### src/rtl/gcd_fifo_sched.sv
// Sequencer popping operand pairs from a FIFO, computing GCD by repeated subtraction
// and pushing the result. Optional statistics counters under `GCD_STATS_EN.
module gcd_fifo_sched #(
    parameter int unsigned DATA_WIDTH = 4,
    parameter int unsigned STAT_WIDTH = 16
) (
    input  logic                  clk_i,
    input  logic                  rst_ni,
    input  logic                  en_i,
    input  logic                  fifo_empty_i,
    output logic                  fifo_rd_en_o,
    input  logic [DATA_WIDTH-1:0] fifo_data_i,
    input  logic                  res_full_i,
    output logic                  res_wr_en_o,
    output logic [DATA_WIDTH-1:0] res_data_o,
    output logic                  busy_o,
    output logic [STAT_WIDTH-1:0] stat_results_o,
    output logic [STAT_WIDTH-1:0] stat_calc_cycles_o
);

    typedef enum logic [2:0] {
        S_FETCH_A = 3'd0,
        S_LATCH_A = 3'd1,
        S_FETCH_B = 3'd2,
        S_LATCH_B = 3'd3,
        S_CALC    = 3'd4,
        S_WRITE   = 3'd5
    } state_t;

    state_t                r_state;
    state_t                w_state_nxt;
    logic [DATA_WIDTH-1:0] r_a;
    logic [DATA_WIDTH-1:0] r_b;
    logic [DATA_WIDTH-1:0] r_res;
    logic                  r_busy;
    logic [DATA_WIDTH-1:0] w_a_nxt;
    logic [DATA_WIDTH-1:0] w_b_nxt;
    logic [DATA_WIDTH-1:0] w_res_nxt;
    logic                  w_rd_en;
    logic                  w_wr_en;

    // State and datapath registers
    always_ff @(posedge clk_i or negedge rst_ni) begin
        if (!rst_ni) begin
            r_state <= S_FETCH_A;
            r_a     <= '0;
            r_b     <= '0;
            r_res   <= '0;
            r_busy  <= 1'b0;
        end else begin
            r_state <= w_state_nxt;
            r_a     <= w_a_nxt;
            r_b     <= w_b_nxt;
            r_res   <= w_res_nxt;
            r_busy  <= (w_state_nxt != S_FETCH_A);
        end
    end

    // Next-state, subtract step and FIFO handshakes
    always_comb begin
        w_state_nxt = r_state;
        w_a_nxt     = r_a;
        w_b_nxt     = r_b;
        w_res_nxt   = r_res;
        w_rd_en     = 1'b0;
        w_wr_en     = 1'b0;
        case (r_state)
            S_FETCH_A: begin
                w_rd_en = en_i & ~fifo_empty_i;
                if (w_rd_en) begin
                    w_state_nxt = S_LATCH_A;
                end
            end
            S_LATCH_A: begin
                w_a_nxt     = fifo_data_i;
                w_state_nxt = S_FETCH_B;
            end
            S_FETCH_B: begin
                // A pair, once started, completes regardless of en_i
                w_rd_en = ~fifo_empty_i;
                if (w_rd_en) begin
                    w_state_nxt = S_LATCH_B;
                end
            end
            S_LATCH_B: begin
                w_b_nxt     = fifo_data_i;
                w_state_nxt = S_CALC;
            end
            S_CALC: begin
                if (r_b == '0) begin
                    w_res_nxt   = r_a;
                    w_state_nxt = S_WRITE;
                end else if (r_a == '0) begin
                    w_res_nxt   = r_b;
                    w_state_nxt = S_WRITE;
                end else if (r_a == r_b) begin
                    w_res_nxt   = r_a;
                    w_state_nxt = S_WRITE;
                end else if (r_a > r_b) begin
                    w_a_nxt = r_a - r_b;
                end else begin
                    w_b_nxt = r_b - r_a;
                end
            end
            S_WRITE: begin
                w_wr_en = ~res_full_i;
                if (w_wr_en) begin
                    w_state_nxt = S_FETCH_A;
                end
            end
            default: begin
                w_state_nxt = S_FETCH_A;
            end
        endcase
    end

    assign fifo_rd_en_o = w_rd_en;
    assign res_wr_en_o  = w_wr_en;
    assign res_data_o   = r_res;
    assign busy_o       = r_busy;

`ifdef GCD_STATS_EN
    logic [STAT_WIDTH-1:0] r_stat_results;
    logic [STAT_WIDTH-1:0] r_stat_calc;

    // Saturating event counters
    always_ff @(posedge clk_i or negedge rst_ni) begin
        if (!rst_ni) begin
            r_stat_results <= '0;
            r_stat_calc    <= '0;
        end else begin
            if (w_wr_en && (r_stat_results != '1)) begin
                r_stat_results <= r_stat_results + STAT_WIDTH'(1);
            end
            if ((r_state == S_CALC) && (r_stat_calc != '1)) begin
                r_stat_calc <= r_stat_calc + STAT_WIDTH'(1);
            end
        end
    end

    assign stat_results_o     = r_stat_results;
    assign stat_calc_cycles_o = r_stat_calc;
`else
    assign stat_results_o     = '0;
    assign stat_calc_cycles_o = '0;
`endif

endmodule

### config.mk
export PLATFORM = sky130hd
export DESIGN_NAME = gcd_fifo_sched
export DESIGN_NICKNAME = d
export VERILOG_FILES = /design/src/rtl/gcd_fifo_sched.sv
export SDC_FILE = /design/constraint.sdc
export NUM_CORES = 1
export LEC_CHECK = 0
export CORE_MARGIN = 1
export CORE_UTILIZATION = 31
export DETAILED_ROUTE_END_ITERATION = 10
export GPL_ROUTABILITY_DRIVEN = 0
export SLEW_MARGIN = 25
export SYNTH_ARGS = -nofsm -noshare
export SYNTH_HDL_FRONTEND = slang
export SYNTH_SLANG_ARGS = --single-unit
### constraint.sdc
create_clock -name clk_i -period 2.4 [get_ports clk_i]
set_input_delay 0.48 -clock clk_i [delete_from_list [all_inputs] [get_ports clk_i]]
set_output_delay 0.48 -clock clk_i [all_outputs]
set_load 0.01 [all_outputs]
# Word-level counts from Yosys, hierarchy flattened
# Index checks and enable logic that the tools add are counted.
[op_classes]
addsub = 2
order_cmp = 1
n_eq_ne = 11
muxes = 22
bitwise = 3
n_reduce_logical = 10
[ops]
columns = ["cell", "count"]
rows = [
  ["4-bit 2-to-1 mux", 11],
  ["3-bit 2-to-1 mux", 6],
  ["3-bit one-hot mux with 6 select lines", 1],
  ["4-bit one-hot mux with 2 select lines", 2],
  ["2-bit != test, second input constant", 5],
  ["5-bit AND reduction", 2],
  ["4-bit logical NOT", 2],
  ["4-bit subtractor", 2],
  ["3-bit by 2-bit equality test with 1-bit output, second input constant", 2],
  ["3-bit equality test, second input constant", 2],
  ["3-bit nonzero test", 2],
  ["4-bit equality test", 1],
  ["4-bit > comparator", 1],
  ["2-bit nonzero test", 2],
  ["3-bit by 1-bit equality test with 1-bit output, second input constant", 1],
  ["3-bit logical NOT", 1],
  ["1-bit inverter", 2],
  ["1-bit one-hot mux with 2 select lines", 1],
  ["2-bit AND reduction", 1],
  ["1-bit bitwise AND", 1],
  ["1-bit 2-to-1 mux", 1],
]
[totals]
register_bits = 16
input_bits = 9
elab_cells = 54

# Depth between registers and ports, before layout
[logic_depth]
word_depth = 6
mapped_depth = 7
depth_no_buf = 7

# Least setup slack after synthesis
# OpenSTA, ideal clock, no wires.
[synth_timing]
path_type = "register to register"
startpoint = "reg r_a[2]"
endpoint = "reg r_a[0]"
arrival_ns = 1.954
setup_slack_ns = 0.321
stages_incl_launch_ff = 8
synth_period_minus_slack_ns = 2.079
path_cell_list = "dfrtp_1 inv_1 ha_1 clkbuf_1 nand4_1 a31oi_4 o21bai_4 mux2_4"
[synth_via]
elab_chain_cells = 3
[synth_lines]
columns = ["item", "line_no", "rtl"]
rows = [
  ["from (decl)", "32", "logic [DATA_WIDTH-1:0] r_a;"],
  ["from (signal assigned)", "52", "r_a <= w_a_nxt;"],
  ["4-bit > comparator (tied with other cells)", "99", "end else if (r_a > r_b) begin"],
  ["2-bit != test (no source line)", "-", ""],
  ["5-bit AND reduction (no source line) (*)", "-", ""],
]
# Mark *: on every way between the ends. The rest lies on a longest branch, timed or not.
# A chain may end at the register's enable or synchronous reset.

# Final worst setup path
[layout_timing]
startpoint = "in en_i"
endpoint = "out fifo_rd_en_o"
[layout_via]
elab_chain_cells = 2
[layout_lines]
columns = ["item", "line_no", "rtl"]
rows = [
  ["from (decl)", "9", "input logic en_i,"],
  ["1-bit bitwise AND", "69", "w_rd_en = en_i & ~fifo_empty_i;"],
  ["1-bit one-hot mux with 2 select lines", "67", "case (r_state)"],
  ["to (decl)", "11", "output logic fifo_rd_en_o,"],
]
# Every way passes these cells.

==> impl_results.md <==
- Postcts setup bufs: 0
- Post-route clock skew: 0.00265 ns
- Setup_tns: 0 ns
- Largest cells by area after synthesis: dfrtp_1, buf_4, ha_1
- CP peak stage delay: between 0.5 and 0.6 ns
- Worst-margin pin slew: 0.714 ns
- Resize count post-CTS: 0
- Total wire length: 2340 um
- HPWL Detailed: 1860 um
- Most frequent cells in the layout: conb_1, dfrtp_1, clkdlybuf4s50_1
- RR Endpoint: r_a[0]
- DR pass1 iterations: 5
- Clock Tree Root: clkbuf_8
- Final min period: 2.24 ns
- CP Cell Sequence: clkdlybuf4s50_1 > nor2_1 > nor4_2 > clkdlybuf4s50_1
- Post-synthesis register bit count: 16
- Maximum root-to-sink buffer count: 2
- # rows: 23
- Sequential area share after synthesis: 29.5%
- Clk slew on worst S/H paths: ~0.05 ns
- DR iter-0 viols: 37
- CP Class: primary input to primary output
- Maxcap violations: 0
- Number of synthesized flops with an enable pin: 0
- Die ar.: around 4600 um^2
- R2R cell count: 7
- Post-synth top area share: 29.5%
- Syn avg cell area: 9.41 um^2
- Fin nets: 183
- IO Pins: 48
- Vias per cell: 4.46
- RR Startpoint: r_a[0]
- Status: finished, final reports clean
- Flop-to-flop setup slack: 0.27 ns
- Crit path DAT: 1.76 ns
- Largest net degree at the start of global routing: 17
- Layout cells sized above 1: 13.5%
- Antenna Cells: 0
- Pins Over Slew Limit: 0
- Drt drc: 0
- Worst Setup SP: en_i
- Slowest CP cell: clkdlybuf4s50_1
- FFs w/ async S/R, synth: 100%
- Grt ovf: 0
- Clk sinks: 16
- Total CTS buffers: 3
- Vert. Die Dim: just under 70 um
- Hold_buf cts: 0
- Cells after Synth: 144
- Power Density: 1330 nW/um^2
- Wirelength per Cell: 11.0 um
- Delay-heaviest family, CP: buffers and inverters
- Count of final setup violators: 0
- CTS tree: done
- Yosys warns: 0
- Initial core utilization: 33.2%
- Worst VDD drop: 0.277 mV
- DR vias: between 900 and 1000
- Worst Hold Class: flop to flop
- CP Capture Type: primary output
- Buffers on Ports: 15
- Number of global-route vias before repair: 858
- Pwr Total: 2000 uW
- CP Max Fanout: 2
- Die extent in x: slightly below 70 um
- Final period util: 93.5%
- Leakage: 0.000706 uW
- Most common cell after layout, fill and taps aside: conb_1
- Post-synthesis cell type count: 36
- Post-Syn Area: 1360 um^2
- Critical Path RT: 1.92 ns
- Initial antenna violation count: 0
- H-tree depth: 1
- Slew headroom: 52.2%
- Stages on the worst setup path: 4
- Core area: 4090 um^2
- Ys flop type: dfrtp_1
- Final Hold Violating Endpoints: 0
- Critical Path End: fifo_rd_en_o
- RSZ-0062 raised after global routing: false
- Area Growth Syn to Fin: 11.2%
- First-pass GRT wire length: 3830 um
- Type of origin of the critical path: primary input
- CP most frequent cell: clkdlybuf4s50_1
- Worst-skew pair later-pin latency: about 0.25 ns
- Worst Path Buf+Inv: 2
- Tot GR Track Use: 11.4%
- Final core utilization: 36.9%
- Fmax: 0.446 GHz
- Largest area contributor in the netlist: dfrtp_1
- DRT antenna net count: 0
==> final cells by class <==
class / instances / area [um^2]
timing repair buffer: 22 / 203
tap: 50 / 62.6
sequential: 16 / 400
clock buffer: 3 / 41.3
multi-input combinational: 112 / 762
fill: 439 / 2580
inverter: 10 / 37.5
==> flip-flops by register name, summed over array words and instances, names as in the netlist <==
name,flops
r_a,4
r_b,4
res_data_o,4
r_state,3
busy_o,1
==> worst min-delay path by stage <==
stage                  startpoint             to  cells after the start
detailed placement  res_data_o[3]  res_data_o[3]                      2
CTS                 res_data_o[0]  res_data_o[0]                      2
finish              res_data_o[0]  res_data_o[0]                      2
global route        res_data_o[1]  res_data_o[1]                      2
global placement    res_data_o[2]  res_data_o[2]                      2
floorplan                  rst_ni         busy_o                      0
==> worst reg2reg max path, stage by stage (launching register included) <==
cell	delay, ns
dfrtp_1	0.34
inv_1	0.05
ha_1	0.21
fa_1	0.42
nand2b_1	0.20
a211oi_2	0.32
o21bai_4	0.16
mux2_4	0.31
==> stage by stage <==
stage	cell area, um^2	instances	worst slack, ns	hold WS, ns
2_1_floorplan	1470	175	0.321	0.184
3_3_place_gp	1460	210	0.119	0.510
3_5_place_dp	1460	210	0.0411	0.518
4_1_cts	1500	213	0.0276	0.531
5_1_grt	1510	213	0.0603	0.585
6_report	1510	213	0.157	0.523
==> report_power, final <==
part           total, uW  switching [uW]  internal (uW)
Clock                193            82.3            111
Combinational       1250             642            609
Sequential           561             150            411
==> metal layers <==
metal  routed length (um)  track usage [%]  vias to the layer above
met4                   44             6.25                        0
met1                 1050             13.7                      448
met3                  117             2.33                        5
met2                 1140             18.8                       31
li1                     -                -                      465
met5                    0                0                        -
==> cells in the mapped netlist, types with 3 or more instances <==
master / count
nand2_1: 4
nor2_1: 12
ha_1: 7
mux2_2: 3
buf_4: 33
dfrtp_1: 16
inv_1: 10
mux2_4: 3
o21ai_0: 8
a21oi_1: 11
nand3b_1: 3
==> kinds of logic after synthesis <==
group,after synthesis,synth area share [%]
buffers and inverters,47,23.3
AND/OR/NAND/NOR,31,12.1
AO/OA/AOI/OAI,29,16.2
flip-flops,16,29.5
adder cells (fa/ha/maj),9,9.42
multiplexers,8,7.29
XOR/XNOR,3,1.94
other,1,0.277
Power figures use the tool's default switching activity.
